===== src/rtl/reg_display_scanner_pkg.sv =====
// Shared constants for the LED bank display scanner: glyph table, blank
// patterns and the scan state encoding.
package reg_display_scanner_pkg;

  typedef enum logic {
    ST_BLANK = 1'b0,
    ST_DRIVE = 1'b1
  } scan_state_e;

  // Active-low segment patterns, bit order {g,f,e,d,c,b,a}
  localparam logic [6:0] GLYPH_0 = 7'b1000000;
  localparam logic [6:0] GLYPH_1 = 7'b1111001;
  localparam logic [6:0] GLYPH_2 = 7'b0100100;
  localparam logic [6:0] GLYPH_3 = 7'b0110000;
  localparam logic [6:0] GLYPH_4 = 7'b0011001;
  localparam logic [6:0] GLYPH_5 = 7'b0010010;
  localparam logic [6:0] GLYPH_6 = 7'b0000010;
  localparam logic [6:0] GLYPH_7 = 7'b1111000;

  localparam logic [6:0] SEG_BLANK = 7'h7F;
  localparam logic [3:0] AN_OFF    = 4'hF;

endpackage


===== src/rtl/reg_display_scanner_seg7_decoder.sv =====
// Combinational 3-bit value to active-low seven-segment glyph.
module seg7_decoder
  import reg_display_scanner_pkg::*;
(
  input  logic [2:0] val_i,
  output logic [6:0] seg_o
);

  always_comb begin
    seg_o = SEG_BLANK;
    unique case (val_i)
      3'd0: seg_o = GLYPH_0;
      3'd1: seg_o = GLYPH_1;
      3'd2: seg_o = GLYPH_2;
      3'd3: seg_o = GLYPH_3;
      3'd4: seg_o = GLYPH_4;
      3'd5: seg_o = GLYPH_5;
      3'd6: seg_o = GLYPH_6;
      3'd7: seg_o = GLYPH_7;
    endcase
  end

endmodule


===== src/rtl/reg_display_scanner.sv =====
// Shows the snapshotted LED bank registers and the load count on a
// 4-digit multiplexed seven-segment display, blanking at each slot start.
module reg_display_scanner
  import reg_display_scanner_pkg::*;
#(
  parameter int REFRESH_DIV  = 100000,
  parameter int BLANK_CYCLES = 1000
) (
  input  logic       clk,
  input  logic       rst,
  input  logic [2:0] bank0,
  input  logic [2:0] bank1,
  input  logic       active_bank,
  input  logic       load,
  output logic [3:0] an,
  output logic [6:0] seg,
  output logic       dp
);

  localparam int               CNT_W     = $clog2(REFRESH_DIV);
  localparam logic [CNT_W-1:0] CNT_LAST  = CNT_W'(REFRESH_DIV - 1);
  localparam logic [CNT_W-1:0] CNT_DRIVE = CNT_W'(BLANK_CYCLES);

  logic             load_q;
  logic [2:0]       shadow0_q, shadow1_q, load_cnt_q;
  logic             shadow_act_q;
  scan_state_e      state_q, state_d;
  logic [CNT_W-1:0] cnt_q, cnt_d;
  logic [1:0]       dig_q, dig_d;
  logic [3:0]       an_q, an_d;
  logic [6:0]       seg_q, seg_d;
  logic             dp_q, dp_d;
  logic [2:0]       dec_val;
  logic [6:0]       dec_seg;
  logic             load_rise;

  assign load_rise = load & ~load_q;

  always_ff @(posedge clk) begin
    if (rst) begin
      load_q       <= 1'b0;
      shadow0_q    <= 3'd0;
      shadow1_q    <= 3'd0;
      shadow_act_q <= 1'b0;
      load_cnt_q   <= 3'd0;
    end else begin
      load_q <= load;
      if (load_rise) begin
        shadow0_q    <= bank0;
        shadow1_q    <= bank1;
        shadow_act_q <= active_bank;
        load_cnt_q   <= load_cnt_q + 3'd1;
      end
    end
  end

  // state_q tracks the phase of the current cnt_q value, so DRIVE means cnt_q >= BLANK_CYCLES
  always_ff @(posedge clk) begin
    if (rst) begin
      state_q <= ST_BLANK;
      cnt_q   <= '0;
      dig_q   <= 2'd0;
      an_q    <= AN_OFF;
      seg_q   <= SEG_BLANK;
      dp_q    <= 1'b1;
    end else begin
      state_q <= state_d;
      cnt_q   <= cnt_d;
      dig_q   <= dig_d;
      an_q    <= an_d;
      seg_q   <= seg_d;
      dp_q    <= dp_d;
    end
  end

  always_comb begin
    state_d = state_q;
    cnt_d   = cnt_q + CNT_W'(1);
    dig_d   = dig_q;
    if (cnt_q == CNT_LAST) begin
      cnt_d   = '0;
      state_d = ST_BLANK;
      dig_d   = dig_q + 2'd1;
    end else if (cnt_d == CNT_DRIVE) begin
      state_d = ST_DRIVE;
    end
  end

  always_comb begin
    dec_val = 3'd0;
    case (dig_q)
      2'd0:    dec_val = shadow0_q;
      2'd1:    dec_val = shadow1_q;
      default: dec_val = load_cnt_q;
    endcase
  end

  seg7_decoder u_dec (
    .val_i (dec_val),
    .seg_o (dec_seg)
  );

  // Shadows are read here, so a snapshot reaches the pins one edge after capture
  always_comb begin
    an_d  = AN_OFF;
    seg_d = SEG_BLANK;
    dp_d  = 1'b1;
    if (state_q == ST_DRIVE) begin
      an_d  = ~(4'b0001 << dig_q);
      seg_d = (dig_q == 2'd3) ? SEG_BLANK : dec_seg;
      dp_d  = ~(~dig_q[1] & (dig_q[0] == shadow_act_q));
    end
  end

  assign an  = an_q;
  assign seg = seg_q;
  assign dp  = dp_q;

endmodule

===== config.mk =====
export PLATFORM = sky130hd
export DESIGN_NAME = reg_display_scanner
export DESIGN_NICKNAME = d
export VERILOG_FILES = /design/src/rtl/reg_display_scanner_pkg.sv /design/src/rtl/reg_display_scanner_seg7_decoder.sv /design/src/rtl/reg_display_scanner.sv
export SDC_FILE = /design/constraint.sdc
export NUM_CORES = 1
export LEC_CHECK = 0
export BUFFER_PORTS_ARGS = -buffer_cell sky130_fd_sc_hd__buf_2
export CORE_ASPECT_RATIO = 1.5
export CORE_MARGIN = 2
export CORE_UTILIZATION = 37
export CTS_CLUSTER_DIAMETER = 120
export DETAILED_ROUTE_END_ITERATION = 16
export PLACE_DENSITY_LB_ADDON = 0.15
export RECOVER_POWER = 50
export SETUP_SLACK_MARGIN = 0.3
export SYNTH_ARGS = -nofsm -noshare
export SYNTH_HDL_FRONTEND = slang
export SYNTH_SLANG_ARGS = --single-unit

===== constraint.sdc =====
create_clock -name clk -period 1.7 [get_ports clk]
set_input_delay 0.255 -clock clk [delete_from_list [all_inputs] [get_ports clk]]
set_output_delay 0.255 -clock clk [all_outputs]
set_load 0.03 [all_outputs]

* After elaboration in Yosys (flattened, before gate mapping) *
Memory sizes are Yosys's and may differ from the RTL's. A register that Yosys moved wholly into a read port is not among the register bits.
Index checks and enable logic that the tools add are counted.

storage, ports and cells
  bits in registers = 36
  memory bits (read-only) = 56
  memories kept = 1
  bits of input ports = 10

operators by class
  reduce and logical (&&, ||, !) cells = 4
  bitwise gates (word level) = 7
  shift operators = 1
  $add $sub $neg = 3
  equality and inequality tests = 5
  multiplexer cells = 1

memories
  name             depth  bits a word  read ports  clocked after Yosys merged registers in  wr ports  line                                    text
  (no name shown)  8      7            1           1                                        0         reg_display_scanner_seg7_decoder.sv:11  unique case (val_i)

operator list
  kind                     count
  $add A17 B1 Y17 const B  1
  $eq A17 B10 Y1 const B   1
  $eq A17 B17 Y1 const B   1
  $pmux W3 S2              1
  $not A1 Y1               4
  $not A4 Y4               1
  $reduce_or A2 Y1         2
  $shl A1 B2 Y4 const A    1
  $add A3 B1 Y3 const B    1
  $reduce_or A3 Y1         1
  $add A2 B1 Y2 const B    1
  $and A1 B1 Y1            2
  $eq A2 B1 Y1 const B     1
  $eq A2 B2 Y1 const B     1
  $logic_not A2 Y1         1
  $eq A1 B1 Y1             1

* Logic depth before layout (Yosys ltp) *
Gate-level depths: netlist of the first run.

  depth after elaboration = 3
  mapped depth = 8
  gate-level depth less buffers = 8

* Hierarchy *
A second synthesis of the first run with hierarchy kept.

unflattened totals
  cells, all modules = 238
  area, all modules = 2059.5 µm²

by module, submodules not included
  module               area each (µm²)  cells an instance  times used  sequential area each (µm²)
  reg_display_scanner  1915.6           220                1           860.8
  seg7_decoder         143.9            18                 1           0.0

* Worst setup path after synthesis of the first run *
No wires, ideal clock.

  path type = register -> register
  from = reg cnt_q[0]
  to = reg cnt_q[0]
  slack = -0.167 ns
  data arrival time = 1.745 ns
  buffers on the path = 2
  stages on the path, launching flop included = 8
  cells stage by stage = dfxtp_1 -> ha_1 -> clkbuf_1 -> nand3_1 -> or3_4 -> o21bai_4 -> buf_4 -> nor2_1

on the way
  cells in the longest elaborated chain, start to end = 2
  elaborated cells on any way between the ends = 3
  those cells by class = 1 x add/sub; 1 x eq/ne; 1 x reduce/logical

ends and longest elaborated chain
  element                                                                  line                       text
  start: declaration                                                       reg_display_scanner.sv:28  logic [CNT_W-1:0] cnt_q, cnt_d;
  start signal: assignment                                                 reg_display_scanner.sv:68  cnt_q <= cnt_d;
  parallel branches: the longest is 2 deep, another holds $add A17 B1 Y17  --

Parallel ways; which one is timed is not known.
A chain may end at the register's enable or synchronous reset.

* Worst setup path after layout of the first run *
  from = reg dig_q[1]
  to = reg seg_q[6], in the netlist seg[6]

on the way
  cells in the longest elaborated chain, start to end = 2
  elaborated cells on any way between the ends = 5
  those cells by class = 2 x eq/ne; 1 x mux; 2 x reduce/logical

ends and longest elaborated chain
  element                                          line                       text
  start: declaration                               reg_display_scanner.sv:29  logic [1:0] dig_q, dig_d;
  start signal: assignment                         reg_display_scanner.sv:69  dig_q <= dig_d;
  $eq A2 B1 Y1 (tied with other cells)             reg_display_scanner.sv:91  case (dig_q)
  $pmux W3 S2 or $reduce_or A3 Y1 (tied branches)  --
  end: declaration                                 reg_display_scanner.sv:31  logic [6:0] seg_q, seg_d;

Parallel ways exist; a longest one is shown, timed or not.

==> results of run 1 <==
-- routing by layer --
| layer | global-route usage | part of all wire | up-vias | routed length (um) |
|---|---|---|---|---|
| li1 | - | - | 909 | - |
| met1 | 0.162 | 0.38 | 847 | 1870 |
| met2 | 0.323 | 0.54 | 31 | 2650 |
| met3 | 0.0366 | 0.025 | 15 | 119 |
| met4 | 0.0972 | 0.046 | 0 | 224 |
| met5 | 0 | 0 | - | 0 |
-- cell usage in the layout (no fill, tap or decap), types with 2 or more instances in the layout --
| cell | netlist | layout |
|---|---|---|
| a21o_1 | 4 | 2 |
| nand3_1 | 10 | 10 |
| and4_1 | 3 | 2 |
| nand4_1 | 3 | 3 |
| mux2i_1 | 2 | 2 |
| nor3_1 | 3 | 3 |
| nand2_1 | 35 | 32 |
| buf_4 | 2 | 37 |
| o21ai_2 | 0 | 2 |
| nor2_2 | 2 | 2 |
| a31oi_1 | 2 | 2 |
| nand2_2 | 0 | 3 |
| and3_1 | 2 | 2 |
| inv_4 | 0 | 3 |
| dfxtp_2 | 0 | 6 |
| a21oi_1 | 12 | 8 |
| a21oi_4 | 0 | 2 |
| o21ai_1 | 0 | 2 |
| xor2_1 | 8 | 8 |
| inv_1 | 7 | 4 |
| nor2b_1 | 3 | 3 |
| dfxtp_1 | 43 | 35 |
| a22o_1 | 3 | 3 |
| xnor2_1 | 14 | 14 |
| buf_2 | 5 | 19 |
| dfxtp_4 | 0 | 2 |
| nor2_1 | 30 | 29 |
| ha_4 | 0 | 4 |
| nor4b_1 | 2 | 2 |
| buf_6 | 0 | 3 |
| clkbuf_8 | 0 | 6 |
| clkbuf_1 | 4 | 4 |
| a21o_4 | 0 | 2 |
| a21oi_2 | 0 | 2 |
| or3_1 | 2 | 2 |
| ha_1 | 11 | 7 |
-- flip-flops by register name, indices dropped and copies added (netlist names), 2 cells and up --
register,flops
load_cnt_q,3
an,4
cnt_q,17
shadow0_q,3
shadow1_q,3
dig_q,2
seg,7
-- worst max-delay path by stage --
stage | cells past startpoint | endpoint
2_1_floorplan | 6 | state_q$_SDFFE_PP0N_
3_3_place_gp | 7 | state_q$_SDFFE_PP0N_
3_5_place_dp | 5 | cnt_q[13]$_SDFF_PP0_
4_1_cts | 5 | cnt_q[13]$_SDFF_PP0_
5_1_grt | 8 | seg[6]$_SDFF_PP1_
6_report | 8 | seg[6]$_SDFF_PP1_
-- cell families after synthesis --
kind of cell             Yosys count  synth area share
flip-flops                        43             0.416
adder cells (fa/ha/maj)           11            0.0666
XOR/XNOR                          22            0.0932
multiplexers                       2           0.00969
buffers and inverters             20            0.0430
AND/OR/NAND/NOR                  104             0.251
AO/OA/AOI/OAI                     35             0.120
-- critical path: stages (launching register included) --
cell	delay (ns)
dfxtp_4	0.37
inv_4	0.05
ha_1	0.26
a22o_1	0.25
a21o_4	0.21
buf_6	0.12
ha_4	0.15
a21oi_2	0.14
o21ai_1	0.08
-- layout make-up --
| type | count | area [um^2] |
|---|---|---|
| fill | 573 | 2710 |
| inverter | 7 | 33.8 |
| tap | 70 | 87.6 |
| timing repair buffer | 62 | 418 |
| sequential | 43 | 876 |
| clock buffer | 7 | 86.3 |
| multi-input combinational | 174 | 1240 |
| clock inverter | 1 | 5.00 |
-- synth_stat cells (2+ instances only) --
cell type,instances,area share
dfxtp_1,43,0.42
nand2_1,35,0.064
nor2_1,30,0.054
xnor2_1,14,0.059
a21oi_1,12,0.029
ha_1,11,0.067
nand3_1,10,0.024
xor2_1,8,0.034
inv_1,7,0.013
buf_2,5,0.012
o21ai_0,5,0.012
a21o_1,4,0.015
clkbuf_1,4,0.0073
a22o_1,3,0.013
and4_1,3,0.013
nand4_1,3,0.0091
nor2b_1,3,0.0091
nor3_1,3,0.0073
a31oi_1,2,0.0061
and3_1,2,0.0061
buf_1,2,0.0036
buf_4,2,0.0073
mux2i_1,2,0.0097
nor2_2,2,0.0061
nor4b_1,2,0.0085
or3_1,2,0.0061
-- timing repair --
action | in CTS | in global routing
resized for setup | 19 | 8
gates cloned | 0 | 0
setup endpoints to repair | 25 | 25
buffers inserted | 5 | 4
pin swaps | 10 | 3
-- power by group through the flow --
stage / registers [uW] / clock network, uW / logic [uW]
3_5_place_dp: 1070 / 0 / 136
6_report: 1040 / 669 / 165
5_1_grt: 1040 / 738 / 184
2_1_floorplan: 1060 / 0 / 86.0
4_1_cts: 1040 / 687 / 154
3_3_place_gp: 1070 / 0 / 135
-- per-stage QoR --
step / area, um^2 / setup slack, ns / hold WS [ns] / TNS [ns]
2_1_floorplan: 2130 / -0.00640 / 0.383 / -0.00640
3_3_place_gp: 2490 / -0.000590 / 0.447 / -0.000590
3_5_place_dp: 2490 / -0.0168 / 0.455 / -0.108
4_1_cts: 2710 / -0.0207 / 0.191 / -0.165
5_1_grt: 2740 / -0.108 / 0.196 / -1.69
6_report: 2740 / -0.0321 / 0.192 / -0.0626
==> flow_metrics.tcl, run 1 <==
set metrics [dict create \
    outcome "complete, but fails checks" \
    violations "negative setup slack" \
    min_to "shadow1_q[1]$_SDFFE_PP0P_" \
    seq_power_share 0.555 \
    drtPass1Iterations 4 \
    overflow 0 \
    final_antenna_net_count 0 \
    netlist_area_um2 2070 \
    cp.required_ns 1.89 \
    post-route-util 0.503 \
    drive_gt1_frac 0.350 \
    rr_worst_depth 8 \
    grt_pass1_vias 1778 \
    dr.first_iter.drc_count 34 \
    routedWlPerCell_um 13.3 \
    power_uw 1880 \
    crit_path_end_kind "register" \
    p_switching_uw 445 \
    final_cell_count_no_fill 364 \
    gp_congestion 0.800 \
    io_pins 22 \
    clkSlewWorstSetupHoldPaths_ns 0.08 \
    syn_avg_cell_area_um2 8.72 \
    rrSetupSlack_ns -0.03 \
    routed_wl_um 4860 \
    fmax_ghz 0.577 \
    cts.path.max_buffers 2 \
    cts_inserted_buffers 5 \
    portBuffers 21 \
    synth_cell_type_count 44 \
    crit_path_start "dig_q[1]$_SDFFE_PP0P_" \
    routed_via_density 4.95 \
    start_util 0.379 \
    cts.sink_count 43 \
    detailed_place_hpwl_um 3670 \
    drc 0 \
    power_leakage_uw 0.00109 \
    worstMarginPinSlew_ns 0.452 \
    finalNetCount 314 \
    ys_ff_latch 43 \
    skew_ns 0.00721 \
    clk_latency_ns 0.29 \
    cts_max_level 2 \
    ys.flop_type "dfxtp_1" \
    max-slew-margin-rel 0.696 \
    fp.dieH_um 95.5 \
    hold_depth 3 \
    comb_power_share 0.088 \
    finalMaxSlewViolations 0 \
    fin_crit_sh 1.02 \
    grt_pass1_wl_um 7980 \
    areaGrowthSynthToFinish_pct 32.7 \
    grt_usage 0.168 \
    worstSetupPathType "register to register" \
    r2r-start "dig_q[1]$_SDFFE_PP0P_" \
    cts_tree "built" \
    critical_path.max_fanout 4 \
    cts-root-buf "clkbuf_8" \
    hp-start "bank1[1]" \
    die_w_um 65.0 \
    setup_viol 4 \
    antenna_found_initial 0 \
    placementRows 33 \
    synth_edf_count 0 \
    p_int_uw 1430 \
    yosysSeqAreaShare 0.416 \
    maxCapViolations 0 \
    setup_ws_ns -0.0321 \
    dp_cells 347 \
    diodes 0 \
    die_area_um2 6210 \
    route.vias.total 1802 \
    ir_drop_mv 0.385 \
    ys_async_sr_fraction 0 \
    syn_inst 237 \
    p_clk_frac 0.357 \
    grt_max_degree 14 \
    sw_frac_of_total 0.237 \
    power.density_nw_per_um2 684 \
    synth_warnings 0 \
    period_needed_ns 1.73 \
    syn-num-nets 258 \
    hold_violations 0 \
    ctsHoldBuffers 0 \
    core_um2 5450 \
    arrival_ns 1.92 \
    hold_path.class "primary input to register" \
    worst_r2r_endpoint "seg[6]$_SDFF_PP1_" \
    rsz0062_at_grt "yes" \
    startpoint_type "register" \
]
Note: power is estimated with default switching activity, not from simulation.
==> run 2, diff against run 1 <==
SKIP_CTS_REPAIR_TIMING = 1   (was not set)
==> flow_metrics.tcl, run 2 (synthesized netlist as in run 1, its figures left out) <==
set metrics [dict create \
    io_pins 22 \
    setup_ws_ns -0.00557 \
    routed_via_density 4.95 \
    areaGrowthSynthToFinish_pct 31.1 \
    placementRows 33 \
    p_clk_frac 0.358 \
    p_int_uw 1420 \
    hold_path.class "primary input to register" \
    skew_ns 0.00828 \
    setup_viol 3 \
    largest_reg_flops 17 \
    critical_path.max_fanout 8 \
    fp.dieH_um 95.5 \
    final_cell_count_no_fill 360 \
    crit_path_end_kind "register" \
    finalMaxSlewViolations 0 \
    grt_pass1_vias 1712 \
    comb_power_share 0.082 \
    drtPass1Iterations 4 \
    outcome "complete, but fails checks" \
    grt_pass1_wl_um 7750 \
    die_area_um2 6210 \
    worst_r2r_endpoint "cnt_q[16]$_SDFF_PP0_" \
    cts_inserted_buffers 5 \
    arrival_ns 1.89 \
    rsz0062_at_grt "yes" \
    cts_max_level 2 \
    p_switching_uw 439 \
    maxCapViolations 0 \
    final_cell_mix "dfxtp_1, buf_4, nand2_1" \
    sw_frac_of_total 0.236 \
    period_needed_ns 1.71 \
    fmax_ghz 0.586 \
    seq_power_share 0.560 \
    cts.sink_count 43 \
    hold_depth 3 \
    hold_violations 0 \
    worstSetupPathType "register to register" \
    grt_usage 0.164 \
    die_w_um 65.0 \
    post-route-util 0.497 \
    power_leakage_uw 0.00107 \
    routed_wl_um 4720 \
    cts_tree "built" \
    max-slew-margin-rel 0.600 \
    clkSlewWorstSetupHoldPaths_ns 0.08 \
    drc 0 \
    cp.required_ns 1.89 \
    ir_drop_mv 0.382 \
    r2r-start "cnt_q[12]$_SDFF_PP0_" \
    startpoint_type "register" \
    start_util 0.379 \
    largest-register "cnt_q" \
    dp_cells 347 \
    hp-start "bank1[1]" \
    final_antenna_net_count 0 \
    min_to "shadow1_q[1]$_SDFFE_PP0P_" \
    crit_path_start "cnt_q[12]$_SDFF_PP0_" \
    detailed_place_hpwl_um 3670 \
    overflow 0 \
    diodes 0 \
    antenna_found_initial 0 \
    cts-root-buf "clkbuf_8" \
    grt_max_degree 14 \
    finalNetCount 310 \
    fin_crit_sh 1.00 \
    rr_worst_depth 5 \
    core_um2 5450 \
    fill_cells 577 \
    drive_gt1_frac 0.338 \
    violations "negative setup slack" \
    dr.first_iter.drc_count 18 \
    route.vias.total 1781 \
    worstMarginPinSlew_ns 0.600 \
    rrSetupSlack_ns -0.006 \
    gp_congestion 0.800 \
    cts.path.max_buffers 2 \
    power.density_nw_per_um2 687 \
    clk_latency_ns 0.29 \
    portBuffers 21 \
    power_uw 1860 \
    routedWlPerCell_um 13.1 \
]
-- run 2: how the worst max path moves through the flow --
stage                           endpoint  cells after the start
finish              cnt_q[16]$_SDFF_PP0_                      5
global route         cnt_q[9]$_SDFF_PP0_                      5
CTS                 state_q$_SDFFE_PP0N_                      7
detailed placement  cnt_q[13]$_SDFF_PP0_                      5
global placement    state_q$_SDFFE_PP0N_                      7
floorplan           state_q$_SDFFE_PP0N_                      6
-- run 2: layout make-up --
class                           instances  area [um^2]  area share
Clock buffer                            7         86.3      0.0319
Clock inverter                          1         5.00     0.00185
Inverter                                7         31.3      0.0115
Multi-Input combinational cell        174         1250       0.461
Sequential cell                        43          876       0.323
Tap cell                               70         87.6      0.0323
Timing Repair Buffer                   58          374       0.138
-- run 2: worst max-delay path, cell delays in order, from the launching register on --
cell	delay (ns)
dfxtp_2	0.33
or4b_1	0.51
or3_4	0.36
o21bai_4	0.17
buf_4	0.18
nor2_1	0.05
-- run 2: layer usage --
layer | GRT usage | up-vias | wire length, um
li1 | - | 902 | -
met1 | 0.159 | 842 | 1820
met2 | 0.320 | 28 | 2640
met3 | 0.0342 | 9 | 118
met4 | 0.0833 | 0 | 144
met5 | 0 | - | 0
-- run 2: per-stage QoR --
stage	hold WS (ns)	worst slack (ns)	setup TNS, ns	instance area (um^2)
2_1_floorplan	0.383	-0.00640	-0.00640	2130
5_1_grt	0.196	-0.0990	-1.38	2710
4_1_cts	0.191	-0.0266	-0.245	2580
6_report	0.191	-0.00557	-0.0116	2710
3_3_place_gp	0.447	-0.000590	-0.000590	2490
3_5_place_dp	0.455	-0.0168	-0.108	2490
-- run 2: power by group through the flow --
stage               logic (uW)  registers, uW  clock network (uW)
floorplan                 86.0           1060                   0
global placement           135           1070                   0
detailed placement         136           1070                   0
CTS                        136           1040                 687
global route               170           1040                 738
finish                     152           1040                 666
